### config.mk
export PLATFORM = sky130hd
export DESIGN_NAME = clk_set_ctrl
export DESIGN_NICKNAME = d
export VERILOG_FILES = /design/src/rtl/clk_ctrl_pkg.sv /design/src/rtl/mod_n_counter.sv /design/src/rtl/clk_set_ctrl.sv
export SDC_FILE = /design/constraint.sdc
export NUM_CORES = 1
export LEC_CHECK = 0
export ABC_AREA = 1
export BUFFER_PORTS_ARGS = -buffer_cell sky130_fd_sc_hd__buf_2
export CAP_MARGIN = 20
export CORE_MARGIN = 1
export CORE_UTILIZATION = 50
export CTS_CLUSTER_DIAMETER = 60
export DETAILED_ROUTE_END_ITERATION = 12
export PLACE_DENSITY = 0.76
export SYNTH_ARGS = -nofsm -noshare
export SYNTH_HDL_FRONTEND = slang
export SYNTH_SLANG_ARGS = --single-unit
### constraint.sdc
create_clock -name clk -period 1.8 [get_ports clk]
set_clock_uncertainty 0.2 [all_clocks]
set_input_delay 0.36 -clock clk [delete_from_list [all_inputs] [get_ports clk]]
set_output_delay 0.36 -clock clk [all_outputs]
set_load 0.05 [all_outputs]
### src/rtl/clk_ctrl_pkg.sv
`default_nettype none
// ============================================================================
// Module      : clk_ctrl_pkg
// Description : Shared mode encoding and field limits for the clock block.
// Revision    : 1.0 - initial release
// ============================================================================
package clk_ctrl_pkg;

    typedef enum logic [1:0] {
        RUN     = 2'd0,
        SET_HR  = 2'd1,
        SET_MIN = 2'd2
    } mode_e;

    localparam int SEC_MAX  = 59;
    localparam int MIN_MAX  = 59;
    localparam int HOUR_W   = 4;
    localparam int MINSEC_W = 6;

endpackage
`default_nettype wire

### src/rtl/mod_n_counter.sv
`default_nettype none
// ============================================================================
// Module      : mod_n_counter
// Description : Counts 0..MAX on inc; flags the MAX->0 wrap combinationally.
// Revision    : 1.0 - initial release
// ============================================================================
module mod_n_counter #(
    parameter int WIDTH = 6,
    parameter int MAX   = 59
) (
    input  logic             clk,
    input  logic             rst,
    input  logic             inc_i,
    input  logic             clr_i,
    output logic [WIDTH-1:0] value_o,
    output logic             wrap_o
);

    logic [WIDTH-1:0] value_q;
    logic [WIDTH-1:0] value_d;

    assign wrap_o = inc_i && (value_q == WIDTH'(MAX));

    always_comb begin
        value_d = value_q;
        if (clr_i) begin
            value_d = '0;
        end else if (inc_i) begin
            value_d = wrap_o ? '0 : value_q + 1'b1;
        end
    end

    always_ff @(posedge clk) begin
        if (rst) begin
            value_q <= '0;
        end else begin
            value_q <= value_d;
        end
    end

    assign value_o = value_q;

endmodule
`default_nettype wire

### src/rtl/clk_set_ctrl.sv
`default_nettype none
// ============================================================================
// Module      : clk_set_ctrl
// Description : 12-hour timekeeper with hour/minute set modes and timeout.
//               Optional blink strobe enabled by macro CLK_SET_BLINK_EN.
// Revision    : 1.0 - initial release
// ============================================================================
module clk_set_ctrl
    import clk_ctrl_pkg::*;
#(
    parameter int HOUR_MAX      = 11,
    parameter int TIMEOUT_TICKS = 10
) (
    input  logic                clk,
    input  logic                rst,
    input  logic                tick,
    input  logic                mode_btn,
    input  logic                inc_btn,
    output logic [HOUR_W-1:0]   hour,
    output logic [MINSEC_W-1:0] minute,
    output logic [MINSEC_W-1:0] second,
    output logic [1:0]          mode,
    output logic                blink,
    output logic                day_wrap
);

    localparam int TO_W = $clog2(TIMEOUT_TICKS + 1);

    mode_e           mode_q;
    logic [TO_W-1:0] to_q;
    logic            day_wrap_q;

    logic in_run, in_set, btn_any, inc_only, timeout_hit, leave_set;
    logic sec_inc, sec_clr, sec_wrap;
    logic min_inc, min_wrap;
    logic hour_inc, hour_wrap;

    assign in_run      = (mode_q == RUN);
    assign in_set      = !in_run;
    assign btn_any     = mode_btn || inc_btn;
    assign inc_only    = inc_btn && !mode_btn;
    // A press in the same cycle as the final tick cancels the timeout.
    assign timeout_hit = in_set && tick && !btn_any &&
                         (to_q == TO_W'(TIMEOUT_TICKS - 1));
    assign leave_set   = timeout_hit || (mode_q == SET_MIN && mode_btn);

    assign sec_inc  = in_run && tick;
    assign sec_clr  = (mode_q == SET_MIN) && mode_btn;
    assign min_inc  = sec_wrap || ((mode_q == SET_MIN) && inc_only);
    // Minute wraps while setting must not carry into the hour.
    assign hour_inc = (min_wrap && in_run) || ((mode_q == SET_HR) && inc_only);

    mod_n_counter #(.WIDTH(MINSEC_W), .MAX(SEC_MAX)) u_sec (
        .clk     (clk),
        .rst     (rst),
        .inc_i   (sec_inc),
        .clr_i   (sec_clr),
        .value_o (second),
        .wrap_o  (sec_wrap)
    );

    mod_n_counter #(.WIDTH(MINSEC_W), .MAX(MIN_MAX)) u_min (
        .clk     (clk),
        .rst     (rst),
        .inc_i   (min_inc),
        .clr_i   (1'b0),
        .value_o (minute),
        .wrap_o  (min_wrap)
    );

    mod_n_counter #(.WIDTH(HOUR_W), .MAX(HOUR_MAX)) u_hour (
        .clk     (clk),
        .rst     (rst),
        .inc_i   (hour_inc),
        .clr_i   (1'b0),
        .value_o (hour),
        .wrap_o  (hour_wrap)
    );

    always_ff @(posedge clk) begin
        if (rst) begin
            mode_q     <= RUN;
            to_q       <= '0;
            day_wrap_q <= 1'b0;
        end else begin
            day_wrap_q <= hour_wrap && in_run;

            if (btn_any || in_run || timeout_hit) begin
                to_q <= '0;
            end else if (tick) begin
                to_q <= to_q + 1'b1;
            end

            if (mode_btn) begin
                case (mode_q)
                    RUN:     mode_q <= SET_HR;
                    SET_HR:  mode_q <= SET_MIN;
                    default: mode_q <= RUN;
                endcase
            end else if (timeout_hit) begin
                mode_q <= RUN;
            end
        end
    end

`ifdef CLK_SET_BLINK_EN
    logic blink_q;

    always_ff @(posedge clk) begin
        if (rst) begin
            blink_q <= 1'b0;
        end else if (leave_set || in_run) begin
            blink_q <= 1'b0;
        end else if (tick) begin
            blink_q <= !blink_q;
        end
    end

    assign blink = blink_q;
`else
    logic unused_leave_set;
    assign unused_leave_set = leave_set;
    assign blink            = 1'b0;
`endif

    assign mode     = mode_q;
    assign day_wrap = day_wrap_q;

endmodule
`default_nettype wire
* Yosys cells after proc, flatten, opt, wreduce, memory -nomap -nowiden
Cells that the tools add are included.
Storage, ports and cells: logic and storage cells 47, bits in read-only memories 0, register bits 23, bits in latches 0, RAM bits 0, output and inout bits 20, bits of input ports 5, memories 0
Cells by class: eq/ne operators 6, muxes and demuxes 6, $add $sub $neg 4, $lt $le $gt $ge 0, $mul 0, bitwise gates (word level) 0, reduce and logical (&&, ||, !) cells 25, divide/modulo/power cells 0, shift-type cells 0
Operator list (count):
- logical AND 1 bit | 13
- adder 6 x 1 -> 6 bit, second input constant | 2
- == test 6 bit, second input constant | 2
- two-way mux 6 bit | 2
- adder 4 x 1 -> 4 bit, second input constant | 2
- == test 4 bit, second input constant | 2
- logical OR 1 bit | 5
- two-way mux 2 bit | 2
- two-way mux 4 bit | 1
- one-hot mux 2 bit (2 select lines) | 1
- OR reduction 2 bit | 2
- zero test 1 bit | 3
- == test 2 x 1 -> 1 bit, second input constant | 1
- == test 2 bit, second input constant | 1
- zero test 2 bit | 1
- nonzero test 2 bit | 1

* Logic depth before layout (Yosys ltp)
Gate-level depths: netlist (run 1).
depth in word-level cells 9, mapped depth 11, depth with buffers taken out 11

* By module
From an unflattened synthesis (run 1), not the netlist that was laid out.
Unflattened totals: cell total of the unflattened synthesis 186, area total of the unflattened synthesis 1249.9 µm²
By module, submodules not included:
- mod_n_counter at u_min ... | area each 324.1 µm², cells an instance 50, instances 2, seq. area each 120.1 µm²
- clk_set_ctrl | area each 404.1 µm², cells an instance 57, instances 1, seq. area each 140.1 µm²
- mod_n_counter at u_hour | area each 197.7 µm², cells an instance 29, instances 1, seq. area each 80.1 µm²

* Least setup slack after synthesis (run 1)
Ideal clock, no wire load.
path kind flip-flop to flip-flop, start point register u_sec.value_q[0], in the netlist u_sec.value_o[0], end point register u_min.value_q[5], in the netlist u_min.value_o[5], required time 1484 ps, clock period less this slack 2050 ps, slack -250 ps, buffers on the path 0, setup time 116 ps, cell stages (with the launch flop) 11, data arrival time 1734 ps, cells stage by stage dfxtp_1 -> ha_1 -> nand3_1 -> nor2_4 -> nand2_4 -> nand2_4 -> nand2_2 -> nor2_2 -> nand3_1 -> nand2_1 -> nor2_2
On the way: word-level cells in the longest chain between the ends 5
Ends and longest elaborated chain:
- start, declared | line mod_n_counter.sv:19 | logic [WIDTH-1:0] value_q;
- start signal, assigned | line mod_n_counter.sv:37 | value_q <= value_d;
- == test 6 bit (*) | line mod_n_counter.sv:22 | assign wrap_o = inc_i && (value_q == WIDTH'(MAX));
- logical AND 1 bit (*) | line mod_n_counter.sv:22
- logical OR 1 bit (*) | line clk_set_ctrl.sv:49 | assign min_inc = sec_wrap || ((mode_q == SET_MIN) && inc_only);
- logical AND 1 bit | line mod_n_counter.sv:22
- two-way mux 6 bit | line mod_n_counter.sv:29 | value_d = wrap_o ? '0 : value_q + 1'b1;
- end signal, assigned | line mod_n_counter.sv:37
- end, declared | line mod_n_counter.sv:19
Every way passes the cells marked *; elsewhere a longest branch is shown, timed or not. A chain may end at the register's enable or synchronous reset.

* Worst setup path after layout (run 1)
start point register u_min.value_q[1], in the netlist u_min.value_o[1], end point register u_hour.value_q[1], in the netlist u_hour.value_o[1]
On the way: word-level cells in the longest chain between the ends 6
Ends and longest elaborated chain:
- == test 6 bit (*) | line mod_n_counter.sv:22
- logical AND 1 bit (*) | line mod_n_counter.sv:22
- logical AND 1 bit (*) | line clk_set_ctrl.sv:51 | assign hour_inc = (min_wrap && in_run) || ((mode_q == SET_HR) && inc_only);
- logical OR 1 bit (*) | line clk_set_ctrl.sv:51
- logical AND 1 bit | line mod_n_counter.sv:22
- two-way mux 4 bit | line mod_n_counter.sv:29
- end signal, assigned | line mod_n_counter.sv:37
- end, declared | line mod_n_counter.sv:19
Marks and branches as above.

==> flow_metrics.py, run 1 <==
metrics = {
    "run_status": {
        "status": "finished clean",
    },
    "place": {
        "globalplace.congestion": 0.772,
        "dpl_cell_area_um2": 1380,
        "final_hpwl_dp_um": 1940,
        "place_ws_ps": 36.6,
        "port_buffers": 23,
    },
    "logic_synthesis": {
        "synth.lib_cells_used.distinct": 28,
        "synthesis.yosys.warnings": 0,
        "synth.yosys.seq_area_share_pct": 37.9,
        "syn_area_um2": 1210,
        "syn_nets": 169,
        "syn_inst": 159,
        "synth_seq_cells": 23,
        "syn_area_per_cell_um2": 7.64,
    },
    "critical_path": {
        "critPathLaunchType": "flip-flop",
        "r2r_cells": 8,
        "setup.reg_to_reg.worst_slack_ps": 150,
        "crit_path_end": "u_hour.value_o[1]",
        "timing.critical_path.required_ps": 1820,
        "crit_fanout": 7,
        "worst_setup_path_end_kind": "flip-flop",
        "timing_worst_setup_path_type": "flip-flop to flip-flop",
        "critPathArrivalTime_ps": 1670,
        "r2r_end": "u_hour.value_o[1]",
        "crit_start": "u_min.value_o[1]",
        "rr_startpoint": "u_min.value_o[1]",
    },
    "floorplan": {
        "initial_core_util_pct": 53.9,
        "dieWidth_um": 51.3,
        "core_um2": 2250,
        "ios": 25,
        "die_height_um": 51.3,
        "floorplan.die_area_um2": 2630,
        "rows": 17,
    },
    "final_layout": {
        "filler_cell_count": 220,
        "layout.core_utilization_pct": 63.6,
        "multi_input_comb_area_um2": 704,
        "area_growth_from_synthesis_to_layout_pct": 18.0,
        "share_of_layout_cells_above_drive_strength_1_pct": 27.0,
        "nNetsFinal": 196,
        "fin_area_um2": 1430,
        "antenna_cells": 0,
        "ff_latch_area_um2": 474,
    },
    "cts": {
        "tritoncts.num_buffers": 3,
        "clkTransAtPathRegs_ps": 120,
        "cts_root_buffer": "sky130_fd_sc_hd__clkbuf_4",
        "buffer_depth_of_the_longest_clock_path": 2,
        "clock_tree_from_tritoncts": "yes",
        "post-cts-setup-buffer-count": 0,
        "tritoncts_num_sinks": 23,
        "cts-htree-levels": 1,
        "insertion_delay_ps": 310,
    },
    "grt": {
        "first_pass_grt_wire_length_um": 4310,
        "grt_start_max_net_pins": 13,
        "grt_overflow_total": 0,
        "first_global_vias": 1107,
        "antenna_violations_before_repair": 0,
        "grt_util_all_layers_pct": 21.8,
    },
    "drt": {
        "routed_wl_um": 2460,
        "drc": 0,
        "dr_total_vias": 1135,
        "antenna_left": 0,
        "dr.pass1.iters": 4,
        "wl_per_cell_um": 11.6,
        "detail_route.vias_per_cell": 5.33,
        "initialDrtViolationCount": 25,
    },
    "sta": {
        "maxSlewViolCount": 0,
        "fmax_mhz": 608,
        "report.final.setup_viol": 0,
        "unrepaired_setup_endpoints_after_global_routing": "no",
        "finalHoldWorstSlack_ps": 35.8,
        "worst_slack_ps": 154,
        "timing.final.hold_violations": 0,
        "min_period_over_period_pct": 91.4,
        "final_period_minus_worst_setup_slack_ps": 1650,
    },
    "power_and_ir_drop": {
        "peakVddDrop_mv": 0.427,
        "leakage_uw": 0.000613,
        "totalPowerFinal_uw": 900,
        "power.density_nw_per_um2": 627,
    },
    "run": {
        "cap_viol_max_count": 0,
    },
    "worst_hold_path": {
        "timing.hold.worst.start": "rst",
        "type_of_the_worst_min_delay_path": "input port to flip-flop",
    },
}
[synthesized netlist by cell type, drive strengths merged]
cell type / n / area [µm²]
nand2: 28 / 133
dfxtp: 23 / 460
inv: 21 / 78.8
nand3: 19 / 108
nor2: 16 / 88.8
a21oi: 14 / 70.1
nor3: 9 / 45.0
ha: 5 / 62.6
nand4: 5 / 31.3
xor2: 5 / 43.8
o21ai: 4 / 20.0
nor3b: 3 / 27.5
a211oi: 1 / 7.51
and3: 1 / 6.26
buf: 1 / 7.51
conb: 1 / 3.75
nand3b: 1 / 7.51
o31ai: 1 / 7.51
or2: 1 / 6.26
[placed cells by master (no fill, tap or decap), drive strengths merged]
cell type / count
nand2: 28
buf: 23
dfxtp: 23
inv: 21
nand3: 19
nor2: 16
a21oi: 14
nor3: 9
nand4: 5
xor2: 5
ha: 5
clkbuf: 4
o21ai: 4
nor3b: 3
o31ai: 1
a211oi: 1
or2: 1
nand3b: 1
and3: 1
conb: 1
[flip-flops by register name, indices dropped and copies added (netlist names)]
register	cells
u_sec.value_o	6
mode	2
to_q	4
u_hour.value_o	4
u_min.value_o	6
day_wrap	1
[where the power goes]
group / leakage, µW / internal (µW) / switching [µW] / total [µW]
Clock: 0.0000150 / 86.6 / 151 / 238
Combinational: 0.000409 / 32.6 / 94.9 / 128
Sequential: 0.000190 / 520 / 14.0 / 534
Total: 0.000613 / 639 / 260 / 900
[worst min-delay path by stage]
stage                        end  slack, ps  cells past startpoint
2_1_floorplan  u_hour.value_o[2]        230                      1
3_3_place_gp    u_sec.value_o[0]        250                      1
3_5_place_dp    u_sec.value_o[0]        260                      1
4_1_cts         u_min.value_o[4]         30                      2
5_1_grt         u_min.value_o[4]         30                      2
6_report        u_min.value_o[4]         40                      2
[critical path, cell delays in order, from the launching register on]
cell                      delay (ps)
sky130_fd_sc_hd__dfxtp_2         370
sky130_fd_sc_hd__ha_1            210
sky130_fd_sc_hd__nand3_1         110
sky130_fd_sc_hd__nor3_2          250
sky130_fd_sc_hd__nand3_4         130
sky130_fd_sc_hd__nand2_4         100
sky130_fd_sc_hd__inv_1            60
sky130_fd_sc_hd__nor2_1           80
sky130_fd_sc_hd__nor2_1           50
[cell type report]
class | count | share of cell area (%)
multi-input cells | 114 | 49.1
flip-flops and latches | 23 | 33.1
repair buffers | 23 | 8.03
inverters | 21 | 5.50
well taps | 28 | 2.44
clock buffers | 4 | 1.83
[routing by layer]
layer / track usage (%) / vias to the layer above / part of all wire (%)
met3: 3.57 / 5 / 3.6
li1: - / 581 / -
met5: 0 / - / 0
met4: 11.7 / 0 / 1.7
met1: 22.3 / 526 / 43
met2: 41.7 / 23 / 51
[per-stage QoR]
stage	TNS, ps	cells
floorplan	-18.6	159
global placement	0	209
detailed placement	0	209
CTS	0	213
global route	0	213
finish	0	213
[what timing repair did]
action                                  CTS  global route
hold buffers                              0             0
resized for setup                         0             6
endpoints found under the setup margin    0            10
[logic make-up after synthesis]
family / synth area share, %
and+or+nand+nor: 37.3
adders and majority gates: 5.15
xor gates and xnor gates: 3.60
DFF: 37.9
AOI/OAI and AO/OA: 8.65
buffers and inverters: 7.11
other: 0.309
Power figures use the tool's default switching activity.
==> run 2, diff against run 1 <==
--- a/config.mk
+++ b/config.mk
@@ -12,6 +12,7 @@
 export CORE_UTILIZATION = 50
 export CTS_CLUSTER_DIAMETER = 60
 export DETAILED_ROUTE_END_ITERATION = 12
+export MAX_ROUTING_LAYER = met4
 export PLACE_DENSITY = 0.76
 export SYNTH_ARGS = -nofsm -noshare
 export SYNTH_HDL_FRONTEND = slang
==> flow_metrics.py, run 2 (same netlist as run 1, synthesis figures left out) <==
metrics = {
    "final_layout": {
        "filler_cell_count": 220,
        "stdcell_count": 213,
        "share_of_layout_cells_above_drive_strength_1_pct": 27.0,
        "most_used_cells_in_the_layout_excluding_fill_and_tap_cells": "sky130_fd_sc_hd__nand2_1, sky130_fd_sc_hd__buf_2, sky130_fd_sc_hd__inv_1",
        "nNetsFinal": 196,
        "antenna_cells": 0,
        "area_growth_from_synthesis_to_layout_pct": 18.0,
    },
    "grt": {
        "antenna_violations_before_repair": 0,
        "grt_overflow_total": 0,
        "first_pass_grt_wire_length_um": 4310,
        "grt_util_all_layers_pct": 22.4,
        "grt_start_max_net_pins": 13,
        "first_global_vias": 1108,
    },
    "power_and_ir_drop": {
        "totalPowerFinal_uw": 896,
        "leakage_uw": 0.000613,
        "power.share.sequential_pct": 59.6,
        "power.share.clock_pct": 26.2,
        "pwr-share-comb_pct": 14.2,
        "switching_power_summed_over_all_nets_uw": 256,
        "peakVddDrop_mv": 0.428,
        "cell_internal_power_uw": 639,
        "swShare_pct": 28.6,
        "power.density_nw_per_um2": 625,
    },
    "drt": {
        "wl_per_cell_um": 11.5,
        "dr.pass1.iters": 4,
        "wirelength_met1_um": 1050,
        "antenna_left": 0,
        "route.met3.wl_um": 90,
        "routed_wl_um": 2450,
        "dr_total_vias": 1127,
        "wl_met2_um": 1270,
        "detail_route.vias_per_cell": 5.29,
        "drc": 0,
        "highest_layer": "met4",
        "initialDrtViolationCount": 25,
    },
    "cts": {
        "cts_root_buffer": "sky130_fd_sc_hd__clkbuf_4",
        "clock_tree_from_tritoncts": "yes",
        "cts_hold_repair.buffers": 0,
        "tritoncts_num_sinks": 23,
        "insertion_delay_ps": 300,
        "tritoncts.num_buffers": 3,
        "buffer_depth_of_the_longest_clock_path": 2,
        "clkTransAtPathRegs_ps": 120,
        "post-cts-setup-buffer-count": 0,
        "cts-htree-levels": 1,
    },
    "floorplan": {
        "floorplan.die_area_um2": 2630,
        "initial_core_util_pct": 53.9,
        "dieWidth_um": 51.3,
        "rows": 17,
        "core_um2": 2250,
        "ios": 25,
        "die_height_um": 51.3,
    },
    "critical_path": {
        "critPathLaunchType": "flip-flop",
        "critPathArrivalTime_ps": 1660,
        "rr_startpoint": "u_min.value_o[1]",
        "crit_start": "u_min.value_o[1]",
        "crit_path_max_incr_delay_ps": 370,
        "timing_worst_setup_path_type": "flip-flop to flip-flop",
        "timing.critical_path.cells": "ha_1 > nand3_1 > nor3_2 > nand3_4 > nand2_4 > inv_1 > nor2_1 > nor2_1",
        "crit_fanout": 7,
        "timing.critical_path.required_ps": 1810,
        "worst_setup_path_end_kind": "flip-flop",
        "worst_path_most_repeated_cell": "sky130_fd_sc_hd__nor2_1",
        "cp_slowest_cell": "sky130_fd_sc_hd__dfxtp_2",
        "r2r_cells": 8,
    },
    "run": {
        "cap_viol_max_count": 0,
    },
    "sta": {
        "report.final.setup_viol": 0,
        "timing.final.hold_violations": 0,
        "fmax_mhz": 607,
        "worst_slack_ps": 152,
        "unrepaired_setup_endpoints_after_global_routing": "no",
        "final_period_minus_worst_setup_slack_ps": 1650,
        "maxSlewViolCount": 0,
        "min_period_over_period_pct": 91.6,
    },
    "place": {
        "final_hpwl_dp_um": 1940,
        "dp.cells": 209,
        "globalplace.congestion": 0.783,
        "place_ws_ps": 36.6,
        "port_buffers": 23,
    },
    "worst_hold_path": {
        "timing.hold.worst.start": "rst",
        "min_delay_path_depth": 2,
        "type_of_the_worst_min_delay_path": "input port to flip-flop",
    },
    "run_status": {
        "status": "finished clean",
    },
}
## run 2: cell counts in the layout (fill, tap and decap cells not counted)
No cell type changed its count.
## run 2: timing repair
item,4_1_cts,5_1_grt
setup endpoints to repair,0,10
hold endpoints to repair,0,0
gates resized for setup,0,6
## run 2: power groups by stage
| stage | clock network, µW | registers, µW | logic, µW |
|---|---|---|---|
| after floorplan | 0 | 577 | 62.3 |
| after global placement | 0 | 543 | 122 |
| after detailed placement | 0 | 544 | 125 |
| after CTS | 243 | 532 | 125 |
| after global routing | 259 | 536 | 138 |
| final | 234 | 534 | 127 |
## run 2: routing by layer
metal	GRT usage, %	vias up
met5	-	-
met3	3.57	4
met2	41.7	24
met1	22.3	517
met4	11.7	0
li1	-	582
## run 2: final cells by class
| cell class | instances | area, µm² | area share [%] |
|---|---|---|---|
| clock buffers | 4 | 26.3 | 1.83 |
| inverters | 21 | 78.8 | 5.50 |
| multi-input cells | 114 | 704 | 49.1 |
| flip-flops and latches | 23 | 474 | 33.1 |
| well taps | 28 | 35.0 | 2.44 |
| repair buffers | 23 | 115 | 8.03 |
## run 2: final timing paths
check,slack (ps),endpoint
hold reg to reg,290,u_sec.value_o[0]
setup reg to reg,150,u_hour.value_o[1]
setup / recovery,150,u_hour.value_o[1]
hold / removal,40,u_min.value_o[4]
## run 2: through the flow
stage	TNS (ps)	instance area [µm²]	util [%]	hold WS (ps)
final	0	1430	63.6	37.7
after floorplan	-18.6	1230	-	229
after detailed placement	0	1380	61.0	255
after global placement	0	1380	61.0	247
after global routing	0	1430	63.6	29.6
after CTS	0	1400	62.2	31.7
## run 2: worst max-delay path: cells and delay by family, from the launching register on
family | cells | cell delay [ps]
buf+inv | 1 | 60
flops | 1 | 370
fa+ha+maj | 1 | 210
simple gates | 6 | 710
